`config.mk`:
```
export PLATFORM = sky130hd
export DESIGN_NAME = muldiv_hilo_flat
export DESIGN_NICKNAME = d
export VERILOG_FILES = /design/src/rtl/muldiv_hilo_if.sv /design/src/rtl/muldiv_hilo.sv /design/src/flat_wrapper.sv
export SDC_FILE = /design/constraint.sdc
export NUM_CORES = 1
export LEC_CHECK = 0
export ABC_AREA = 1
export BUFFER_PORTS_ARGS = -buffer_cell sky130_fd_sc_hd__buf_4
export CAP_MARGIN = 10
export CORE_UTILIZATION = 45
export CTS_CLUSTER_SIZE = 40
export DETAILED_ROUTE_END_ITERATION = 8
export HOLD_SLACK_MARGIN = 0.12
export PLACE_DENSITY = 0.72
export SYNTH_ARGS = -nofsm -noshare
export SYNTH_HDL_FRONTEND = slang
export SYNTH_SLANG_ARGS = --single-unit
```
`constraint.sdc`:
```
create_clock -name clk -period 3.8 [get_ports clk]
set_clock_uncertainty 0.15 [all_clocks]
set_input_delay 0.76 -clock clk [delete_from_list [all_inputs] [get_ports clk]]
set_output_delay 0.76 -clock clk [all_outputs]
set_load 0.005 [all_outputs]
```
`src/rtl/muldiv_hilo_if.sv`:
```
// Request/result bundle between the MCPU controller and the HI/LO multiply/divide unit.
// The controller drives the request side; the unit drives HI/LO and status.
interface muldiv_hilo_if;
  logic        start_i;
  logic [2:0]  op_i;
  logic [31:0] src0_i;
  logic [31:0] src1_i;
  logic [31:0] hi_o;
  logic [31:0] lo_o;
  logic        busy_o;
  logic        done_o;

  modport master (
    output start_i, op_i, src0_i, src1_i,
    input  hi_o, lo_o, busy_o, done_o
  );

  modport slave (
    input  start_i, op_i, src0_i, src1_i,
    output hi_o, lo_o, busy_o, done_o
  );
endinterface

```
`src/rtl/muldiv_hilo.sv`:
```
// Iterative 32-bit multiply/divide with the architectural HI/LO pair.
// Each mult/div takes 32 shift/add or shift/subtract steps plus one sign-fix step.
module muldiv_hilo (
  input  logic          clk,
  input  logic          rst,
  muldiv_hilo_if.slave  bus
);

  localparam logic [1:0] IDLE = 2'd0;
  localparam logic [1:0] CALC = 2'd1;
  localparam logic [1:0] FIX  = 2'd2;

  logic [1:0]  state;
  logic [4:0]  cnt;
  logic [31:0] opb;
  logic [31:0] acc;
  logic [31:0] low;
  logic [31:0] orig_src0;
  logic [31:0] hi_q;
  logic [31:0] lo_q;
  logic        is_div;
  logic        neg_res;
  logic        neg_rem;
  logic        div_zero;
  logic        done_q;

  logic [32:0] add_sum;
  logic [32:0] rem_shift;
  logic [32:0] trial;
  logic [63:0] prod_fix;
  logic [31:0] quot_fix;
  logic [31:0] rem_fix;
  logic        op_signed;
  logic [31:0] a_in;
  logic [31:0] b_in;

  // Signed ops run on magnitudes; the sign is reapplied in FIX.
  function automatic logic [31:0] mag(input logic [31:0] v, input logic sgn);
    return (sgn && v[31]) ? -v : v;
  endfunction

  always_comb begin
    op_signed = ~bus.op_i[0];
    a_in      = mag(bus.src0_i, op_signed);
    b_in      = mag(bus.src1_i, op_signed);
    add_sum   = {1'b0, acc} + (low[0] ? {1'b0, opb} : 33'd0);
    rem_shift = {acc, low[31]};
    trial     = rem_shift - {1'b0, opb};
    prod_fix  = neg_res ? -{acc, low} : {acc, low};
    quot_fix  = neg_res ? -low : low;
    rem_fix   = neg_rem ? -acc : acc;
  end

  always_ff @(posedge clk) begin
    if (rst) begin
      state     <= IDLE;
      cnt       <= 5'd0;
      opb       <= 32'd0;
      acc       <= 32'd0;
      low       <= 32'd0;
      orig_src0 <= 32'd0;
      hi_q      <= 32'd0;
      lo_q      <= 32'd0;
      is_div    <= 1'b0;
      neg_res   <= 1'b0;
      neg_rem   <= 1'b0;
      div_zero  <= 1'b0;
      done_q    <= 1'b0;
    end else begin
      done_q <= 1'b0;
      case (state)
        IDLE: begin
          if (bus.start_i) begin
            if (!bus.op_i[2]) begin
              // acc/low hold {product hi, multiplier} for mult and {rem, quot} for div.
              is_div    <= bus.op_i[1];
              acc       <= 32'd0;
              low       <= bus.op_i[1] ? a_in : b_in;
              opb       <= bus.op_i[1] ? b_in : a_in;
              neg_res   <= op_signed & (bus.src0_i[31] ^ bus.src1_i[31]);
              neg_rem   <= op_signed & bus.src0_i[31];
              div_zero  <= (bus.src1_i == 32'd0);
              orig_src0 <= bus.src0_i;
              cnt       <= 5'd0;
              state     <= CALC;
            end else if (bus.op_i == 3'd4) begin
              hi_q <= bus.src0_i;
            end else if (bus.op_i == 3'd5) begin
              lo_q <= bus.src0_i;
            end
          end
        end
        CALC: begin
          if (is_div) begin
            if (!trial[32]) begin
              acc <= trial[31:0];
              low <= {low[30:0], 1'b1};
            end else begin
              acc <= rem_shift[31:0];
              low <= {low[30:0], 1'b0};
            end
          end else begin
            acc <= add_sum[32:1];
            low <= {add_sum[0], low[31:1]};
          end
          cnt <= cnt + 5'd1;
          if (cnt == 5'd31) begin
            state <= FIX;
          end
        end
        FIX: begin
          if (is_div && div_zero) begin
            hi_q <= orig_src0;
            lo_q <= 32'hFFFF_FFFF;
          end else if (is_div) begin
            hi_q <= rem_fix;
            lo_q <= quot_fix;
          end else begin
            hi_q <= prod_fix[63:32];
            lo_q <= prod_fix[31:0];
          end
          done_q <= 1'b1;
          state  <= IDLE;
        end
        default: state <= IDLE;
      endcase
    end
  end

  assign bus.hi_o   = hi_q;
  assign bus.lo_o   = lo_q;
  assign bus.busy_o = (state != IDLE);
  assign bus.done_o = done_q;

endmodule

```
`src/flat_wrapper.sv`:
```
// flat-port wrapper written by rule: the top's interface ports become plain ports
module muldiv_hilo_flat 
  (clk, rst, bus_start_i, bus_op_i, bus_src0_i, bus_src1_i, bus_hi_o, bus_lo_o, bus_busy_o, bus_done_o);
  muldiv_hilo_if bus_i ();
  input  logic clk;
  input  logic rst;
  input wire logic [$bits(bus_i.start_i)-1:0] bus_start_i;
  input wire logic [$bits(bus_i.op_i)-1:0] bus_op_i;
  input wire logic [$bits(bus_i.src0_i)-1:0] bus_src0_i;
  input wire logic [$bits(bus_i.src1_i)-1:0] bus_src1_i;
  output wire logic [$bits(bus_i.hi_o)-1:0] bus_hi_o;
  output wire logic [$bits(bus_i.lo_o)-1:0] bus_lo_o;
  output wire logic [$bits(bus_i.busy_o)-1:0] bus_busy_o;
  output wire logic [$bits(bus_i.done_o)-1:0] bus_done_o;
  assign bus_i.start_i = bus_start_i;
  assign bus_i.op_i = bus_op_i;
  assign bus_i.src0_i = bus_src0_i;
  assign bus_i.src1_i = bus_src1_i;
  assign bus_hi_o = bus_i.hi_o;
  assign bus_lo_o = bus_i.lo_o;
  assign bus_busy_o = bus_i.busy_o;
  assign bus_done_o = bus_i.done_o;
  muldiv_hilo u_core (.clk(clk), .rst(rst), .bus(bus_i));
endmodule
```
==> results.yml <==
clock_network:
  cts_buffer_depth: 3
  htree_levels: 1
  clock-root-buffer: "clkbuf_16"
  cts_setup_buffers: 0
  clkTransAtPathRegs_ns: 0.06
  cts.sinks: 204
  cts_resized: 0
  cts_tree: "done"
  clk_latency_ns: 0.56
  hold_buffers: 0
  cts_made_buffers: 25
synthesis:
  yosysSeqAreaShare_pct: 21.3
  synth_edf_count: 0
  syn_area_sq_um: 19100
  synth_top_area_share_pct: 21.3
  yosysTopAreaCell: "dfxtp_1"
  synth_cell_types: 52
  ys_seq_elements: 204
  ys_warn_count: 0
  synthFlopType: "dfxtp_1"
  syn_avg_cell_area_sq_um: 5.57
  synthCells: 3439
  synth.net_count: 3581
  synthTopCellsByArea: "dfxtp_1 (21%), nand2_1 (18%), inv_1 (9.1%)"
  async_reset_ff_share_pct: 0
worst_setup_path:
  cp_slowest_stage_delay_ns: 0.51
  path_cells: "inv_1 -> ha_1 -> fa_1 -> inv_1 -> nand2_1 -> nand2_1 -> nand3_1 -> nand2_2 -> nand2_1 -> nand2_2 -> nand2_4 -> nand2_4 -> nand2_2 -> nand2_2 -> nand3_1 -> nand3_1 -> nand2_1 -> a21oi_1"
  crit_family: "simple AND/OR/NAND/NOR gates"
  path_max_fanout: 22
  cp_slowest_cell: "dfxtp_1"
  crit_required_ns: 4.13
  cp.buffers_inverters: 2
  crit_type: "reg2reg"
  cp-start-kind: "register"
  end_kind: "register"
  worst_ep_arrival_time_ns: 3.60
placed_design:
  place_area_sq_um: 20600
  place_inst: 4022
  io_buffer_count: 135
  gp_congestion: 1.05
  hpwl_microns: 65400
die:
  die_h_microns: 208
  core_area_sq_um: 41900
  die_area_sq_um: 43400
  die_x_microns: 208
  placementRows: 75
  pin_count: 136
  initial_core_util_pct: 45.6
final_layout:
  final_common_cell: "nand2_1"
  instances_no_fill: 4067
  fill_cells: 4502
  seqCellArea_sq_um: 4090
  fin_nets: 3652
  layout-drive-gt1-share_pct: 8.05
  layout_common_cells: "nand2_1 (893), inv_1 (463), nor2_1 (423)"
  area_delta_synth_final_pct: 12.2
  final_area_sq_um: 21500
  multi_input_area_sq_um: 12700
routing:
  vias: 23400
  vias_per_cell: 5.76
  drtIter0Drc: 3208
  post_drt_wl_per_cell_microns: 20.6
  wirelength_microns: 83600
  drc_errors: 0
  firstDrtPassIters: 6
  drtAntennaViolNets: 0
grt:
  antenna_found_initial: 2
  grt_pass1_vias: 21000
  grt_pass1_wl_microns: 126000
  grt_max_degree: 95
  grtUsageTotal_pct: 37.6
  grt_overflow: 0
timing:
  period_minus_slack_ns: 3.27
  final_max_slew_viol_count: 0
  hold_viol_final: 0
  setup_tns_ns: 0
  slew_headroom_pct: 23.5
  finalSetupViolations: 0
  max_slew.worst_pin.slew_ns: 1.15
  rsz0062_at_grt: "false"
  post-route-period-util_pct: 86.1
  fmax_mhz: 306
pwr:
  p_leak_nw: 11.1
  powerDensity_nw_per_um2: 538
  peakVddDrop_mv: 0.402
status:
  outcome: "complete, no violations"
run:
  cap_violations: 0
worst_hold_path:
  min_path_type: "reg2reg"
## per-layer routing
layer,vias up,part of all wire (%),track usage [%]
met4,4,6.2,20.2
met5,-,0.029,0
met2,1382,40,54.2
met1,10500,42,52.3
li1,11300,-,-
met3,240,12,7.68
## state kept, by name (all words and copies together) (netlist names), 2 cells and up
signal            cells
u_core.acc           32
u_core.bus.hi_o      32
u_core.bus.lo_o      32
u_core.cnt            5
u_core.low           32
u_core.opb           32
u_core.orig_src0     32
u_core.state          2
## area by class of cell
cell class,count,area share [%]
multi-input cells,2618,59.1
flip-flops and latches,204,19.0
inverters,478,8.36
repair buffers,183,6.51
clock buffers,33,3.15
well taps,539,3.14
clock inverters,11,0.670
diodes,1,0.0117
## final timing paths
path / startpoint / to / slack, ns / cells after the start
worst max-delay path: u_core.low[31]$_SDFFE_PP0P_ / u_core.acc[27]$_SDFFE_PP0P_ / 0.53 / 18
worst min-delay path: u_core.cnt[3]$_SDFFE_PP0P_ / u_core.cnt[3]$_SDFFE_PP0P_ / 0.31 / 2
worst max register to register: u_core.low[31]$_SDFFE_PP0P_ / u_core.acc[27]$_SDFFE_PP0P_ / 0.53 / 18
worst min register to register: u_core.cnt[3]$_SDFFE_PP0P_ / u_core.cnt[3]$_SDFFE_PP0P_ / 0.31 / 2
## power by group
group | switching, mW | internal (mW)
Sequential | 0.456 | 2.45
Combinational | 4.31 | 1.84
Clock | 1.04 | 1.46
Total | 5.80 | 5.75
## worst register-to-register path: stages (launching register included)
cell	delay [ns]
dfxtp_1	0.51
inv_1	0.10
ha_1	0.24
fa_1	0.37
inv_1	0.07
nand2_1	0.06
nand2_1	0.10
nand3_1	0.09
nand2_2	0.12
nand2_1	0.07
nand2_2	0.09
nand2_4	0.08
nand2_4	0.08
nand2_2	0.07
nand2_2	0.39
nand3_1	0.23
nand3_1	0.17
nand2_1	0.06
a21oi_1	0.12
## Yosys cell counts, types with 7 or more instances
cell type	instances
a21o_1	9
a21oi_1	310
a31oi_1	18
buf_1	30
buf_2	22
clkbuf_1	82
dfxtp_1	204
ha_1	70
inv_1	466
inv_2	11
nand2_1	894
nand2_2	8
nand3_1	311
nand3b_1	16
nand4_1	38
nor2_1	425
nor2_2	10
nor3_1	29
o211ai_1	27
o21ai_0	309
o21ai_1	16
o21bai_1	9
o31ai_1	11
or2_2	9
xnor2_1	7
xor2_1	42
## through the flow
stage / worst slack [ns] / utilization (%) / power, mW / hold slack (ns)
final: 0.529 / 51.2 / 11.5 / 0.315
after global routing: 0.300 / 51.2 / 12.3 / 0.348
after CTS: 0.581 / 51.2 / 11.3 / 0.315
after detailed placement: 0.535 / 49.2 / 8.84 / 0.305
after global placement: 0.565 / 49.2 / 8.84 / 0.301
after floorplan: 0.880 / - / 6.96 / 0.280
## cells by family after synthesis
group	Yosys count	share of synthesized area [%]
flip-flops	204	21.3
AO/OA/AOI/OAI	736	20.5
adder cells (fa/ha/maj)	72	4.78
AND/OR/NAND/NOR	1761	38.7
XOR/XNOR	49	2.24
buffers and inverters	617	12.4
Note: power is estimated with default switching activity, not from simulation.
